File: config.mk
export PLATFORM = sky130hd
export DESIGN_NAME = frog_mover
export DESIGN_NICKNAME = d
export VERILOG_FILES = /design/src/rtl/frog_pkg.sv /design/src/rtl/frog_repeat_timer.sv /design/src/rtl/frog_mover.sv
export SDC_FILE = /design/constraint.sdc
export NUM_CORES = 1
export LEC_CHECK = 0
export BUFFER_PORTS_ARGS = -buffer_cell sky130_fd_sc_hd__buf_2
export CAP_MARGIN = 40
export CORE_MARGIN = 2
export CORE_UTILIZATION = 50
export DETAILED_ROUTE_END_ITERATION = 16
export PLACE_DENSITY = 0.71
export SLEW_MARGIN = 20
export SYNTH_ARGS = -nofsm -noshare
export SYNTH_HDL_FRONTEND = slang
export SYNTH_SLANG_ARGS = --single-unit
export TNS_END_PERCENT = 20
File: constraint.sdc
create_clock -name clock -period 5.3 [get_ports clock]
set_clock_uncertainty 0.15 [all_clocks]
set_input_delay 0.53 -clock clock [delete_from_list [all_inputs] [get_ports clock]]
set_output_delay 0.53 -clock clock [all_outputs]
set_load 0.03 [all_outputs]
File: src/rtl/frog_pkg.sv
// Shared types and the edge-aware position step used by the frog position controller.
package frog_pkg;

   typedef enum logic [2:0] {
      DIR_NONE,
      DIR_UP,
      DIR_DOWN,
      DIR_LEFT,
      DIR_RIGHT
   } dir_t;

   typedef enum logic [1:0] {
      IDLE,
      DELAY,
      REPEAT,
      LOCKOUT
   } mover_state_t;

   // Off-grid steps either wrap to the opposite edge or leave the position where it was.
   function automatic int next_pos(input int pos, input int delta, input int size, input bit wrap);
      int sum;
      sum = pos + delta;
      if (sum < 0)
         next_pos = wrap ? size - 1 : pos;
      else if (sum >= size)
         next_pos = wrap ? 0 : pos;
      else
         next_pos = sum;
   endfunction

endpackage

File: src/rtl/frog_repeat_timer.sv
// Auto-repeat down-counter: a new press loads the initial delay, each fire reloads the repeat rate.
module frog_repeat_timer #(
   parameter int REPEAT_DELAY = 4,
   parameter int REPEAT_RATE  = 2
) (
   input  logic clock,
   input  logic reset,
   input  logic restart_i,
   input  logic active_i,
   output logic fire_o
);

   localparam int MAX_LOAD = (REPEAT_DELAY > REPEAT_RATE) ? REPEAT_DELAY : REPEAT_RATE;
   localparam int CNT_W    = (MAX_LOAD < 2) ? 1 : $clog2(MAX_LOAD);

   logic [CNT_W-1:0] cnt_q, cnt_d;

   assign fire_o = active_i && (cnt_q == '0);

   always_comb begin
      cnt_d = cnt_q;
      if (restart_i)
         cnt_d = CNT_W'(REPEAT_DELAY - 1);
      else if (fire_o)
         cnt_d = CNT_W'(REPEAT_RATE - 1);
      else if (active_i)
         cnt_d = cnt_q - CNT_W'(1);
   end

   always_ff @(posedge clock or negedge reset) begin
      if (!reset)
         cnt_q <= '0;
      else
         cnt_q <= cnt_d;
   end

endmodule

File: src/rtl/frog_mover.sv
// Frog grid position controller: prioritised direction decode, press/auto-repeat FSM,
// edge clamp or wrap, respawn with lockout until the buttons are released.
module frog_mover
   import frog_pkg::*;
#(
   parameter int COLS         = 16,
   parameter int ROWS         = 16,
   parameter int START_COL    = COLS / 2,
   parameter int START_ROW    = ROWS - 1,
   parameter int REPEAT_DELAY = 4,
   parameter int REPEAT_RATE  = 2,
   parameter int WRAP         = 0
) (
   input  logic                      clock,
   input  logic                      reset,
   input  logic                      l,
   input  logic                      r,
   input  logic                      u,
   input  logic                      d,
   input  logic                      en,
   input  logic                      respawn,
   output logic [$clog2(COLS)-1:0]   col,
   output logic [$clog2(ROWS)-1:0]   row,
   output logic                      moved,
   output logic                      at_goal
);

   localparam int CW = $clog2(COLS);
   localparam int RW = $clog2(ROWS);

   dir_t          dir;
   dir_t          dir_q, dir_d;
   mover_state_t  state_q, state_d;
   logic [CW-1:0] col_q, col_d;
   logic [RW-1:0] row_q, row_d;
   logic          moved_q, moved_d;
   logic          at_goal_q;
   logic          new_press, active, fire, move_req;
   int            col_delta, row_delta, col_tgt, row_tgt;

   always_comb begin
      dir = DIR_NONE;
      if (u)
         dir = DIR_UP;
      else if (d)
         dir = DIR_DOWN;
      else if (l)
         dir = DIR_LEFT;
      else if (r)
         dir = DIR_RIGHT;
   end

   // Same button still held while delaying/repeating: let the timer run.
   assign active = !respawn && en && (state_q inside {DELAY, REPEAT})
                   && (dir != DIR_NONE) && (dir == dir_q);

   frog_repeat_timer #(
      .REPEAT_DELAY (REPEAT_DELAY),
      .REPEAT_RATE  (REPEAT_RATE)
   ) u_timer (
      .clock     (clock),
      .reset     (reset),
      .restart_i (new_press),
      .active_i  (active),
      .fire_o    (fire)
   );

   always_comb begin
      col_delta = (dir == DIR_LEFT) ? -1 : (dir == DIR_RIGHT) ? 1 : 0;
      row_delta = (dir == DIR_UP)   ? -1 : (dir == DIR_DOWN)  ? 1 : 0;
      col_tgt   = next_pos(int'(col_q), col_delta, COLS, WRAP != 0);
      row_tgt   = next_pos(int'(row_q), row_delta, ROWS, WRAP != 0);
   end

   always_comb begin
      state_d   = state_q;
      dir_d     = dir_q;
      col_d     = col_q;
      row_d     = row_q;
      moved_d   = 1'b0;
      new_press = 1'b0;
      move_req  = 1'b0;
      if (respawn) begin
         state_d = LOCKOUT;
         col_d   = CW'(START_COL);
         row_d   = RW'(START_ROW);
      end else if (state_q == LOCKOUT) begin
         if (dir == DIR_NONE)
            state_d = IDLE;
      end else if (!en || dir == DIR_NONE) begin
         state_d = IDLE;
      end else if (state_q == IDLE || dir != dir_q) begin
         new_press = 1'b1;
         move_req  = 1'b1;
         state_d   = DELAY;
         dir_d     = dir;
      end else if (fire) begin
         move_req = 1'b1;
         state_d  = REPEAT;
      end
      // A clamped move keeps the position, so moved only reflects a real change.
      if (move_req) begin
         col_d   = CW'(col_tgt);
         row_d   = RW'(row_tgt);
         moved_d = (col_d != col_q) || (row_d != row_q);
      end
   end

   always_ff @(posedge clock or negedge reset) begin
      if (!reset) begin
         state_q   <= IDLE;
         dir_q     <= DIR_NONE;
         col_q     <= CW'(START_COL);
         row_q     <= RW'(START_ROW);
         moved_q   <= 1'b0;
         at_goal_q <= (START_ROW == 0);
      end else begin
         state_q   <= state_d;
         dir_q     <= dir_d;
         col_q     <= col_d;
         row_q     <= row_d;
         moved_q   <= moved_d;
         at_goal_q <= (row_d == '0);
      end
   end

   assign col     = col_q;
   assign row     = row_q;
   assign moved   = moved_q;
   assign at_goal = at_goal_q;

endmodule
# After elaboration in Yosys (flattened, before gate mapping)
# Cells that the tools add are included.
# totals
regBits	17
latch_bits	0
ram_bits	0
rom_bits	0
inputBits	8
out_inout_bits	10
wordCells	85
n_memories	0
# op_classes
n_addsub	3
n_mul	0
n_div	0
order_cmp	4
n_eq_ne	12
n_shift	0
mux	35
bitwise_logic	3
reduce_logical	21
# ops
op	n
$add 5x32->32	2
$ge 32x6->1 const B	2
$lt 32x1->1 const B	2
$mux 32	2
$mux 4	8
$mux 2	9
$mux 1	12
$mux 3	4
$ne 4x4->1	2
$eq 3x2->1 const B	2
$reduce_bool 3->1	2
$logic_and 1x1->1	5
$reduce_bool 5->1	1
$eq 2x2->1 const B	2
$logic_not 2->1	2
$logic_not 4->1	1
$reduce_and 4->1	1
$reduce_bool 2->1	2
$eq 3x1->1 const B	1
$eq 3x3->1	1
$eq 3x3->1 const B	1
$logic_not 3->1	1
$logic_or 1x1->1	3
$ne 3x2->1 const B	1
6 further kinds	9

# Depth between registers and ports, before layout
# logic_depth
ltp_word	15
mapped_depth	13
ltp_nobuf	13

# Cells and area by module
# A second synthesis with hierarchy kept.
# unflattened
hier_cells	189
hier_area_um2	1783.0
# by_module_without_submodules
module	n_inst	cells_per_inst	area_each_um2	seq_area_each_um2
frog_mover	1	182	1694.1	381.6
frog_repeat_timer	1	7	88.8	50.0

# Worst setup path after synthesis
# No wires, ideal clock.
# synth_path
path_type	input to register
startpoint	in u
endpoint	reg row_q[0] (netlist: row[0])
setup_time_ns	0.075
arrival_ns	4.087
t_required_ns	5.075
setup_slack_ns	0.988
stages	13
n_path_buf	2
cell_sequence	buf_4 > clkbuf_1 > ha_1 > nand3_1 > a21boi_0 > o21a_1 > inv_1 > ha_1 > or4_4 > nor4_4 > or4b_4 > a221oi_4 > mux2i_1
# synth_between
elab_chain_cells	11
elab_cells_between_ends	25
cone_classes	add/sub (1); order compare (2); eq/ne (4); mux (11); reduce/logical (7)
# synth_rtl
element	line	text
start, declared	frog_mover.sv:18	input logic u,
$mux 3 *	frog_mover.sv:43	if (u)
branches (longest 9 deep; another with $add 5x32->32)	--	
$mux 4 *	frog_mover.sv:102	if (move_req) begin
named net row_d[0]	frog_mover.sv:35	logic [RW-1:0] row_q, row_d;
end signal, assigned	frog_mover.sv:114	row_q <= RW'(START_ROW);
end signal, assigned	frog_mover.sv:121	row_q <= row_d;
end, declared	frog_mover.sv:35	
# Mark *: on every way through the listed nets, which the timed path passes.
# A chain may end at the register's enable or synchronous reset.

# Worst setup path after layout
# layout_path
startpoint	in u
endpoint	reg row_q[1] (netlist: row[1])
# Same word-level chain as after synthesis.

==> impl_results.md <==
* Status: finished clean
* Tmin final at 4.33 ns
* I/O Buffers at 17
* Largest net degree at the start of global routing at 30
* First-pass GRT wire length at 6490 µm
* Hold crit path type: input port to async pin
* Hold-fix buffers, CTS at 0
* Worst-Margin Slew at 0.782 ns
* GRT Util Overall at 18.4%
* Routed length per instance at 13.7 µm
* DIE AREA at 0.00452 mm²
* Main area contributors after synthesis: ha_1 22%, dfrtp_1 15%, dfstp_2 6.6%
* Worst path required time at 5.33 ns
* Top cell type's share of synthesized area at 21.9%
* Crit path arrival time at 4.36 ns
* Cell Pwr Density at 198 mW/mm²
* Mapped Nets at 246
* Synth cell types at 52
* Global route total overflow at 0
* Placement Cell Area at 0.00209 mm²
* Achievable Freq at 231 MHz
* Worst path cell trace: buf_2 > nor2_1 > inv_1 > ha_1 > nand3_1 > a21boi_0 > o21a_1 > inv_1 > ha_1 > or4_4 > nor4_4 > or4b_4 > a221oi_4 > mux2i_1
* Routed vias at 1,459
* Cell Rows at 22
* WS Path Type: input port to register
* GPL Wtd Cong at 0.789
* Antenna violations before repair at 0
* Worst r2r path cells at 11
* Maxcap violations at 0
* Antenna Cells at 0
* Resize count post-CTS at 0
* Aggregate routed wire length at 3620 µm
* Most used DFF post-synth: dfrtp_1
* Area delta synth->final at 6.88%
* Clk Tree Root Cell: clkbuf_8
* Setup Buffers After CTS at 0
* # DRC at 0
* Initial Util at 53.4%
* FF+latch count, synth at 17
* CP Capture Type: register
* Relative slew slack at 47.8%
* Sequential fraction of the synthesis area at 21.6%
* Design area at 0.00214 mm²
* Worst Setup SP: u
* Routed Antenna Nets at 0
* Setup_tns at 0 ns
* Io pins at 18
* Crit-path slowest cell: or4_4
* Asr flop ratio synth at 100%
* TritonCTS buffer count at 3
* Gate Count Post-Synth at 201
* Clk slew on worst S/H paths at 0.07 ns
* CP Launch Type: input port
* Nets@finish at 262
* Final HPWL DP at 2860 µm
* Initial DRC count at 47
* Peak fanout along the critical path at 29
* # clock sinks at 17
* Leakage power at 1.01 nW
* Slew Limit Fails at 0
* Fraction of layout cells with a size suffix above 1 at 19.4%
* CTS tree: yes
* RSZ-0062 raised after global routing: false
* EDFF count, synth at 0
* Die Ht at 67.2 µm
* Hold Vio Cnt, Final at 0
* Vias in the first global route at 1,448
* Die Width at 67.2 µm
* R2R Path Start: row[2]
* Clock Latency Late Sink at 0.26 ns
* Mapped Area at 0.00200 mm²
* Setup violations, final at 0
* Synth warn at 0
* Max VDD drop at 0.000123 V
* Via-to-Cell Ratio at 5.53
* Final cycle utilization of the critical path at 81.7%
* Top-count cell post-synth: ha_1
* First-pass DRT Iterations at 4
* Synth cell count leaders: 35 x ha_1, 21 x nor2_1, 13 x inv_1, 12 x dfrtp_1
* Critical path's largest stage delay at 0.52 ns
* H-tree depth at 1
* Core area at 0.00374 mm²
* CTS Buffer Depth at 2
* Synth area leader: ha_1
* Syn Area/Cell at 9.95 µm²
==> worst paths after layout <==
| kind | end | slack [ns] |
|---|---|---|
| worst max-delay path | row[1] | 0.97 |
| worst min-delay path | state_q[0] | 0.03 |
| worst max register to register | row[1] | 1.31 |
| worst min register to register | dir_q[2] | 0.40 |
| max in group asynchronous | row[1] | 4.65 |
| min in group clock | dir_q[2] | 0.40 |
==> area by class of cell <==
| class | count | area, µm² |
|---|---|---|
| Clock inverter | 1 | 5.00 |
| Multi-Input combinational cell | 165 | 1470 |
| Sequential cell | 17 | 432 |
| Tap cell | 48 | 60.1 |
| Clock buffer | 3 | 41.3 |
| Timing Repair Buffer | 17 | 85.1 |
| Inverter | 13 | 48.8 |
| Fill cell | 352 | 1610 |
==> report_power, final <==
part,internal [W],switching [W],total (W)
clock,0.0000522,0.0000468,0.0000991
combinational,0.0000707,0.0000897,0.000160
sequential,0.000149,0.0000147,0.000164
total,0.000272,0.000151,0.000423
==> layout by cell type (no fill, tap or decap), types with 3 or more instances in the layout <==
cell / count
ha_1: 35
nor2_1: 21
buf_2: 17
inv_1: 13
dfrtp_1: 12
a21oi_1: 11
mux2i_1: 11
xor2_1: 7
nand2b_1: 7
a21o_1: 5
o21ai_0: 5
xnor2_1: 5
dfstp_2: 5
nand2_1: 4
nor3_1: 4
nor4b_1: 4
a31o_2: 3
and3_1: 3
clkbuf_8: 3
==> registers in the layout, summed over array words and instances, names as in the netlist <==
name           flops
at_goal            1
moved              1
state_q            2
u_timer.cnt_q      2
col                4
row                4
dir_q              3
==> critical path: cells and delay by family <==
family / cells / cell delay [ns]
buffers and inverters: 3 / 0.58
adder cells (fa/ha/maj): 2 / 0.36
AO/OA/AOI/OAI: 3 / 1.10
AND/OR/NAND/NOR: 5 / 1.53
multiplexers: 1 / 0.26
==> per-stage QoR <==
stage	setup slack [ns]	total power (W)	util, %	hold WS [ns]	cells
3_3_place_gp	0.880	0.000322	55.8	0.323	260
2_1_floorplan	0.988	0.000302	-	0.0844	201
6_report	0.969	0.000423	57.1	0.0308	264
5_1_grt	0.648	0.000462	57.1	0.0510	264
3_5_place_dp	0.711	0.000327	55.8	0.322	260
4_1_cts	0.967	0.000427	57.1	0.0451	264
==> layer usage <==
layer	vias to the layer above	part of all wire (%)	GRT usage, %	wire length, µm
met5	-	0	0	0
met4	0	0.28	2.30	10
met3	3	2.8	3.50	103
met2	14	48	32.8	1730
met1	682	49	23.7	1780
li1	760	-	-	-
==> kinds of logic (layout without fill, tap and decap cells) <==
logic type / after synthesis / in the layout / share of synthesized area (%)
adder cells (fa/ha/maj): 37 / 37 / 23.9
AND/OR/NAND/NOR: 63 / 63 / 20.8
XOR/XNOR: 14 / 14 / 7.51
flip-flops: 17 / 17 / 21.6
buffers and inverters: 19 / 34 / 5.13
multiplexers: 12 / 12 / 6.07
AO/OA/AOI/OAI: 39 / 39 / 15.0
(Power assumes the default switching activity.)
